$ cat src/rtl/riscv_pkg.sv
// riscv_pkg: shared constants and types for the fetch pipeline.
//   NOP_ENC      - bubble encoding (addi x0,x0,0)
//   RESET_PC_DEF - default first fetch address after reset
//   fetch_state_t- IF-stage fetch FSM states
package riscv_pkg;
  localparam logic [31:0] NOP_ENC      = 32'h0000_0013;
  localparam logic [31:0] RESET_PC_DEF = 32'h0000_0000;

  typedef enum logic [1:0] {
    S_REQ  = 2'd0,  // request outstanding on imem, waiting for gnt
    S_WAIT = 2'd1,  // granted, waiting for rvalid
    S_HOLD = 2'd2   // data returned while decode stalled; held in buf_q
  } fetch_state_t;
endpackage

$ cat src/rtl/if_stage.sv
// if_stage: instruction fetch stage with single outstanding imem fetch.
// Owns the PC, talks req/gnt/rvalid to imem and loads the IF/ID register.
// Ports:
//   clk, rstn                         clock / async active-low reset
//   imem_req, imem_addr               fetch request and word address
//   imem_gnt, imem_rvalid, imem_rdata imem handshake and read data
//   id_stall                          decode cannot accept, IF/ID holds
//   redirect_valid, redirect_pc       taken branch/jump: flush and refetch
//   if_instr, if_pc, if_valid         IF/ID pipeline register
module if_stage
  import riscv_pkg::*;
#(
  parameter logic [31:0] RESET_PC  = RESET_PC_DEF,
  parameter logic [31:0] NOP_INSTR = NOP_ENC
) (
  input  logic        clk,
  input  logic        rstn,
  output logic        imem_req,
  output logic [31:0] imem_addr,
  input  logic        imem_gnt,
  input  logic        imem_rvalid,
  input  logic [31:0] imem_rdata,
  input  logic        id_stall,
  input  logic        redirect_valid,
  input  logic [31:0] redirect_pc,
  output logic [31:0] if_instr,
  output logic [31:0] if_pc,
  output logic        if_valid
);

  fetch_state_t r_state, w_state_d;
  logic [31:0]  r_pc, w_pc_d;
  logic [31:0]  r_req_pc, w_req_pc_d;
  logic [31:0]  r_buf, w_buf_d;
  logic         r_kill, w_kill_d;
  logic         w_load;
  logic [31:0]  w_load_instr;

  // Gated with rstn so no request leaks out while reset is held.
  assign imem_req  = rstn && (r_state == S_REQ);
  assign imem_addr = r_pc;

  always_comb begin
    w_state_d    = r_state;
    w_pc_d       = r_pc;
    w_req_pc_d   = r_req_pc;
    w_buf_d      = r_buf;
    w_kill_d     = r_kill;
    w_load       = 1'b0;
    w_load_instr = r_buf;
    case (r_state)
      S_REQ: begin
        if (imem_gnt) begin
          w_req_pc_d = r_pc;
          w_pc_d     = r_pc + 32'd4;
          w_state_d  = S_WAIT;
          // Fetch already accepted on the old path; drop its data later.
          if (redirect_valid) w_kill_d = 1'b1;
        end
      end
      S_WAIT: begin
        if (imem_rvalid) begin
          if (r_kill || redirect_valid) begin
            w_kill_d  = 1'b0;
            w_state_d = S_REQ;
          end else if (!id_stall) begin
            w_load       = 1'b1;
            w_load_instr = imem_rdata;
            w_state_d    = S_REQ;
          end else begin
            w_buf_d   = imem_rdata;
            w_state_d = S_HOLD;
          end
        end else if (redirect_valid) begin
          w_kill_d = 1'b1;
        end
      end
      S_HOLD: begin
        if (redirect_valid) begin
          w_state_d = S_REQ;
        end else if (!id_stall) begin
          w_load       = 1'b1;
          w_load_instr = r_buf;
          w_state_d    = S_REQ;
        end
      end
      default: w_state_d = S_REQ;
    endcase
    // Redirect target overrides the sequential increment.
    if (redirect_valid) w_pc_d = redirect_pc & ~32'd3;
  end

  always_ff @(posedge clk or negedge rstn) begin
    if (!rstn) begin
      r_state  <= S_REQ;
      r_pc     <= RESET_PC;
      r_req_pc <= '0;
      r_buf    <= '0;
      r_kill   <= 1'b0;
    end else begin
      r_state  <= w_state_d;
      r_pc     <= w_pc_d;
      r_req_pc <= w_req_pc_d;
      r_buf    <= w_buf_d;
      r_kill   <= w_kill_d;
    end
  end

  // IF/ID register: redirect bubbles, load fills, otherwise bubble unless stalled.
  always_ff @(posedge clk or negedge rstn) begin
    if (!rstn) begin
      if_instr <= NOP_INSTR;
      if_pc    <= '0;
      if_valid <= 1'b0;
    end else if (redirect_valid) begin
      if_instr <= NOP_INSTR;
      if_valid <= 1'b0;
    end else if (w_load) begin
      if_instr <= w_load_instr;
      if_pc    <= r_req_pc;
      if_valid <= 1'b1;
    end else if (!id_stall) begin
      if_instr <= NOP_INSTR;
      if_valid <= 1'b0;
    end
  end

endmodule
$ cat config.mk
export PLATFORM = sky130hd
export DESIGN_NAME = if_stage
export DESIGN_NICKNAME = d
export VERILOG_FILES = /design/src/rtl/riscv_pkg.sv /design/src/rtl/if_stage.sv
export SDC_FILE = /design/constraint.sdc
export NUM_CORES = 1
export LEC_CHECK = 0
export BUFFER_PORTS_ARGS = -buffer_cell sky130_fd_sc_hd__buf_2
export CAP_MARGIN = 10
export CORE_MARGIN = 10
export CORE_UTILIZATION = 50
export CTS_BUF_LIST = sky130_fd_sc_hd__clkbuf_4
export DETAILED_ROUTE_END_ITERATION = 8
export GPL_TIMING_DRIVEN = 0
export PLACE_DENSITY = 0.76
export SLEW_MARGIN = 15
export SYNTH_ARGS = -nofsm -noshare
export SYNTH_HDL_FRONTEND = slang
export SYNTH_SLANG_ARGS = --single-unit
$ cat constraint.sdc
create_clock -name clk -period 3.25 [get_ports clk]
set_input_delay 0.65 -clock clk [delete_from_list [all_inputs] [get_ports clk]]
set_output_delay 0.65 -clock clk [all_outputs]
set_load 0.01 [all_outputs]
==> flow_metrics.env, run 1 <==
export IMPL_status="finished, final reports clean"
export IMPL_seq_power_share_pct=52.1
export IMPL_grtUsageTotal_pct=18.25
export IMPL_cts_htree_levels=4
export IMPL_period_needed_ns=2.605
export IMPL_layout_common_cells="168 x buf_2, 155 x dfrtp_1, 80 x mux2_2"
export IMPL_via_count=4898
export IMPL_setup_tns_ns=0
export IMPL_grt_max_degree=95
export IMPL_final_common_cell="buf_2"
export IMPL_cp_arrival_ns=1.95
export IMPL_diodes=0
export IMPL_postPlaceCellArea_um2=7889
export IMPL_maxSlewHeadroom_pct=55.62
export IMPL_switching_power_w=0.001688
export IMPL_fillers=1108
export IMPL_maxSlewViolCount=0
export IMPL_switching_share_pct=30.31
export IMPL_end_kind="output port"
export IMPL_clock_sinks=158
export IMPL_drc=0
export IMPL_path_max_fanout=66
export IMPL_crit_start="rstn"
export IMPL_fp_dieW_um=136.7
export IMPL_portBuffers=161
export IMPL_grt_met3_usage_pct=7.551
export IMPL_postLayoutCellArea_um2=8189
export IMPL_async_flop_share_pct=100.0
export IMPL_critPathLaunchType="input pin"
export IMPL_ys_seq_area_share_pct=58.08
export IMPL_die_h_um=136.7
export IMPL_fin_skew_ns=0.01545
export IMPL_finalHoldViolations=0
export IMPL_tightest_slew_ns=0.6657
export IMPL_root_buffer="clkbuf_4"
export IMPL_clk_latency_ns=0.56
export IMPL_total_power_w=0.005568
export IMPL_rsz0062_at_grt="no"
export IMPL_yosys_warnings=0
export IMPL_rows=42
export IMPL_drtAntennaViolNets=0
export IMPL_nets=809
export IMPL_setup_viol=0
export IMPL_firstDrtPassIters=4
export IMPL_reg2reg_from="r_state[1]"
export IMPL_coreArea_um2=13300
export IMPL_p_int_w=0.003880
export IMPL_drt_total_wl_um=16530
export IMPL_ff2ff_setup_slack_ns=0.88
export IMPL_grt_pass1_wl_um=26810
export IMPL_use_met1_pct=20.95
export IMPL_max_freq_mhz=383.9
export IMPL_top_usage_layer="met2"
export IMPL_cts_buffers=17
export IMPL_synth_avg_cell_area_um2=12.39
export IMPL_worstSetupPathType="in2out"
export IMPL_fin_crit_sh_pct=80.15
export IMPL_worst_endpoint_required_ns=2.60
export IMPL_cts_tree="yes"
export IMPL_power_share_clock_pct=21.6
export IMPL_synthCells=550
export IMPL_synth_seq_cells=158
export IMPL_clk_pin_slew_ns=0.13
export IMPL_finish_utilization_pct=61.59
export IMPL_ir_drop_v=0.0004024
export IMPL_vias_per_cell=5.301
export IMPL_initial_core_util_pct=51.25
export IMPL_synth_cell_types=45
export IMPL_pin_count=168
export IMPL_wl_per_cell_um=17.89
export IMPL_reg2reg_depth=8
export IMPL_synth_area_um2=6814
export IMPL_synth_main_ff_cell="dfrtp_1"
export IMPL_cts_buffer_depth=2
export IMPL_grt_met2_usage_pct=30.31
export IMPL_cellLeakagePower_nw=4.152
export IMPL_grt_antenna_before_repair=1
export IMPL_power_density_nw_per_um2=679.9
export IMPL_grt_pass1_vias=5256
export IMPL_combPwrFrac_pct=26.2
export IMPL_drive_above_1_share_pct=40.24
export IMPL_grt_ovfl_total=0
export IMPL_hpwl_um=12550
export IMPL_synth_edff_count=0
export IMPL_area_growth_pct=20.18
export IMPL_first_iter_violations=249
export IMPL_maxCapViolations=0
export IMPL_routabilityCongestion=0.8225
export IMPL_die_area_um2=18700
export IMPL_holdCritPathClass="in2reg"
export IMPL_rr_endpoint="imem_addr[27]"
export IMPL_endpoint="imem_req"
-- worst min-delay path by stage --
stage / from / endpoint / depth (start not counted)
after global placement: if_instr[3] / if_instr[3] / 2
after CTS: rstn / if_pc[2] / 1
after floorplan: rstn / if_instr[10] / 0
after detailed placement: if_instr[23] / if_instr[23] / 2
final: imem_rvalid / r_kill / 2
after global routing: redirect_pc[8] / imem_addr[8] / 3
-- per-stage QoR --
stage | hold slack (ns) | worst slack (ns) | std cells
after global routing | 0.2517 | 0.5502 | 924
after global placement | 0.4561 | -1.057 | 890
final | 0.2882 | 0.6451 | 924
after floorplan | 0.3544 | 1.282 | 553
after detailed placement | 0.4647 | 0.8412 | 891
after CTS | 0.004603 | 0.8279 | 923
-- flip-flops by register name (all words and copies together), names as in the netlist --
name and flops:
if_valid 1, r_buf 32, if_pc 30, r_req_pc 30, if_instr 32, r_kill 1, r_state 2, imem_addr 30
-- kinds of logic after synthesis --
| group | after synthesis | share of synthesized area [%] |
|---|---|---|
| fa+ha+maj | 4 | 0.7345 |
| compound gates | 73 | 5.766 |
| xor+xnor | 28 | 3.599 |
| simple gates | 125 | 9.310 |
| buf+inv | 37 | 2.515 |
| mux | 124 | 19.94 |
| flops | 158 | 58.08 |
| other cells | 1 | 0.05503 |
-- metal layers --
layer / part of all wire [%] / vias to the layer above
met3: 9.0 / 20
met1: 41 / 2448
li1: - / 2283
met5: 0.079 / -
met4: 1.3 / 2
met2: 49 / 145
-- Yosys cell counts, types with 2 or more instances --
cell type	number	area [um^2]
clkbuf_1	17	63.81
nor4_4	2	42.54
buf_2	8	40.04
ha_1	4	50.05
nand3_1	11	55.05
o21ai_1	19	95.09
o22a_1	3	26.28
nor3_1	2	10.01
dfrtp_1	155	3879
a31oi_1	2	12.51
dfstp_2	3	78.83
nand2_1	72	270.3
nand4_1	13	81.33
mux2i_1	30	300.3
and3_1	2	12.51
xor2_1	20	175.2
mux2_1	14	157.7
mux2_2	80	900.9
xnor2_1	8	70.07
nor2b_1	2	12.51
buf_4	6	45.04
o21ai_0	41	205.2
inv_1	4	15.01
nor2_1	7	26.28
a21oi_1	5	25.02
-- power by group through the flow --
stage | Combinational, W | Clock (W) | Sequential [W]
after floorplan | 0.000882 | 0 | 0.00295
after global placement | 0.00141 | 0 | 0.00289
after detailed placement | 0.00149 | 0 | 0.00295
after CTS | 0.00150 | 0.00123 | 0.00290
after global routing | 0.00163 | 0.00132 | 0.00299
final | 0.00146 | 0.00120 | 0.00290
-- critical path: stages --
cell	delay (ns)
dlygate4sd3_1	0.56
buf_8	0.40
and2_1	0.19
buf_2	0.13
-- final cells by class --
type / count / area [um^2] / share of cell area [%]
Multi-Input combinational cell: 358 / 2696 / 32.93
Timing Repair Buffer: 163 / 853.3 / 10.42
Clock buffer: 19 / 142.6 / 1.742
Sequential cell: 158 / 3958 / 48.33
Buffer: 31 / 148.9 / 1.818
Tap cell: 176 / 220.2 / 2.689
Clock inverter: 13 / 147.6 / 1.803
Inverter: 6 / 22.52 / 0.2750
-- timing repair --
item,4_1_cts,5_1_grt
hold buffers,0,1
buffers inserted,0,0
resized for setup,0,0
setup endpoints to repair,0,0
endpoints found under the hold margin,0,6
(Power assumes the default switching activity.)
==> run 2: changes to the inputs <==
==> constraint.sdc (replaced) <==
create_clock -name clk -period 2.4 [get_ports clk]
set_input_delay 0.48 -clock clk [delete_from_list [all_inputs] [get_ports clk]]
set_output_delay 0.48 -clock clk [all_outputs]
set_load 0.01 [all_outputs]
==> run 2 against run 1 <==
- highest routed layer unchanged
- cell area barely moved
- setup slack got worse by 0.51 ns
- routed wire length is 0.20% lower
- non-clock buffer count unchanged
- sequential share of layout area is essentially flat
- power increased by 36%
- utilization barely moved
- via count is essentially flat
- clock skew hardly changed
- cell count stayed put
- global-route usage is essentially flat
- count of clock-buffer cells in the layout did not move
==> flow_metrics.env, run 2 (synthesis results as in run 1) <==
export IMPL_status="finished, final reports clean"
export IMPL_final_common_cell="buf_2"
export IMPL_pin_count=168
export IMPL_grt_pass1_wl_um=26810
export IMPL_tightest_slew_ns=0.6643
export IMPL_coreArea_um2=13300
export IMPL_cts_setup_buffers=0
export IMPL_cts_htree_levels=4
export IMPL_cts_tree="yes"
export IMPL_via_count=4901
export IMPL_grt_max_degree=95
export IMPL_worst_endpoint_required_ns=1.92
export IMPL_routabilityCongestion=0.8225
export IMPL_holdCritPathClass="in2reg"
export IMPL_fin_skew_ns=0.01522
export IMPL_maxSlewViolCount=0
export IMPL_fillers=1108
export IMPL_hpwl_um=12550
export IMPL_max_freq_mhz=441.8
export IMPL_portBuffers=161
export IMPL_area_growth_pct=20.25
export IMPL_initial_core_util_pct=51.25
export IMPL_rsz0062_at_grt="yes"
export IMPL_diodes=0
export IMPL_nets=809
export IMPL_cpPeakStageDelay_ns=0.56
export IMPL_clock_sinks=158
export IMPL_worstSetupPathType="in2out"
export IMPL_path_max_fanout=66
export IMPL_grtUsageTotal_pct=18.26
export IMPL_dp_slack_ns=-0.008831
export IMPL_rows=42
export IMPL_fin_crit_sh_pct=94.32
export IMPL_cts_buffer_depth=2
export IMPL_reg_top3="if_instr: 32 flops, r_buf: 32 flops"
export IMPL_wl_per_cell_um=17.85
export IMPL_drt_total_wl_um=16500
export IMPL_die_h_um=136.7
export IMPL_grt_pass1_vias=5258
export IMPL_maxSlewHeadroom_pct=55.72
export IMPL_ff2ff_setup_slack_ns=0.17
export IMPL_firstDrtPassIters=4
export IMPL_fp_dieW_um=136.7
export IMPL_path_cells="dlygate4sd3_1, buf_8, and2_1, buf_2"
export IMPL_drive_above_1_share_pct=40.51
export IMPL_clk_latency_ns=0.56
export IMPL_setup_slack_ns=0.1363
export IMPL_layout_common_cells="168 x buf_2, 155 x dfrtp_1, 80 x mux2_2"
export IMPL_grt_antenna_before_repair=1
export IMPL_drc=0
export IMPL_period_needed_ns=2.264
export IMPL_maxCapViolations=0
export IMPL_root_buffer="clkbuf_4"
export IMPL_drtAntennaViolNets=0
export IMPL_vias_per_cell=5.304
export IMPL_cellLeakagePower_nw=4.151
export IMPL_grt_ovfl_total=0
export IMPL_power_density_nw_per_um2=921.0
export IMPL_cts_buffers=17
export IMPL_clk_pin_slew_ns=0.13
export IMPL_setup_viol=0
export IMPL_cp_arrival_ns=1.78
export IMPL_first_iter_violations=238
export IMPL_crit_slowest_cell="dlygate4sd3_1"
export IMPL_setup_tns_ns=0
export IMPL_end_kind="output port"
export IMPL_finalHoldViolations=0
export IMPL_ir_drop_v=0.0005449
export IMPL_die_area_um2=18700
export IMPL_critPathLaunchType="input pin"
==> run 2: what timing repair did <==
item,CTS,global route
pin swaps,0,0
endpoints found under the setup margin,1,2
endpoints found under the hold margin,64,0
hold buffers,1,0
resized for setup,1,1
==> run 2: final cells by class <==
class	instances	area (um^2)	share of cell area, %
Sequential cell	158	3958	48.30
Buffer	31	148.9	1.817
Multi-Input combinational cell	358	2701	32.97
Clock buffer	19	142.6	1.741
Tap cell	176	220.2	2.687
Clock inverter	13	147.6	1.802
Timing Repair Buffer	163	853.3	10.41
Inverter	6	22.52	0.2749
==> run 2: per-stage QoR <==
step	util, %	power [W]	hold WS [ns]	instance area (um^2)	std cells
after CTS	61.61	0.007629	0.08943	8192	924
after global placement	59.05	0.005827	0.4561	7851	890
after detailed placement	59.34	0.006012	0.4490	7889	891
after global routing	61.63	0.008046	0.08166	8194	924
final	61.63	0.007547	0.1180	8194	924
after floorplan	-	0.005193	0.1844	6825	553
==> run 2: power by group <==
part	internal [W]	leakage [nW]	switching (W)
Sequential	0.00346	2.02	0.000469
Combinational	0.00107	1.99	0.000918
Clock	0.000729	0.149	0.000899
==> run 2: path summary, 6_finish.rpt <==
kind                                       to          from  cells past startpoint
worst max-delay path                 imem_req          rstn                      4
worst min-delay path                   r_kill   imem_rvalid                      2
worst max register to register  imem_addr[27]    r_state[1]                      8
worst min register to register      if_pc[28]  r_req_pc[28]                      1
max in group asynchronous         if_instr[4]          rstn                      3
min in group asynchronous        if_instr[28]          rstn                      2
==> run 2: critical path, delay by kind of cell <==
kind                   cells  cell delay [ns]
buffers and inverters      3             1.09
AND/OR/NAND/NOR            1             0.19
==> run 2: layer usage <==
layer | wire length [um] | GRT usage, %
met1 | 6693 | 20.98
met2 | 8089 | 30.31
met3 | 1494 | 7.551
met4 | 207 | 5.917
met5 | 13 | 0
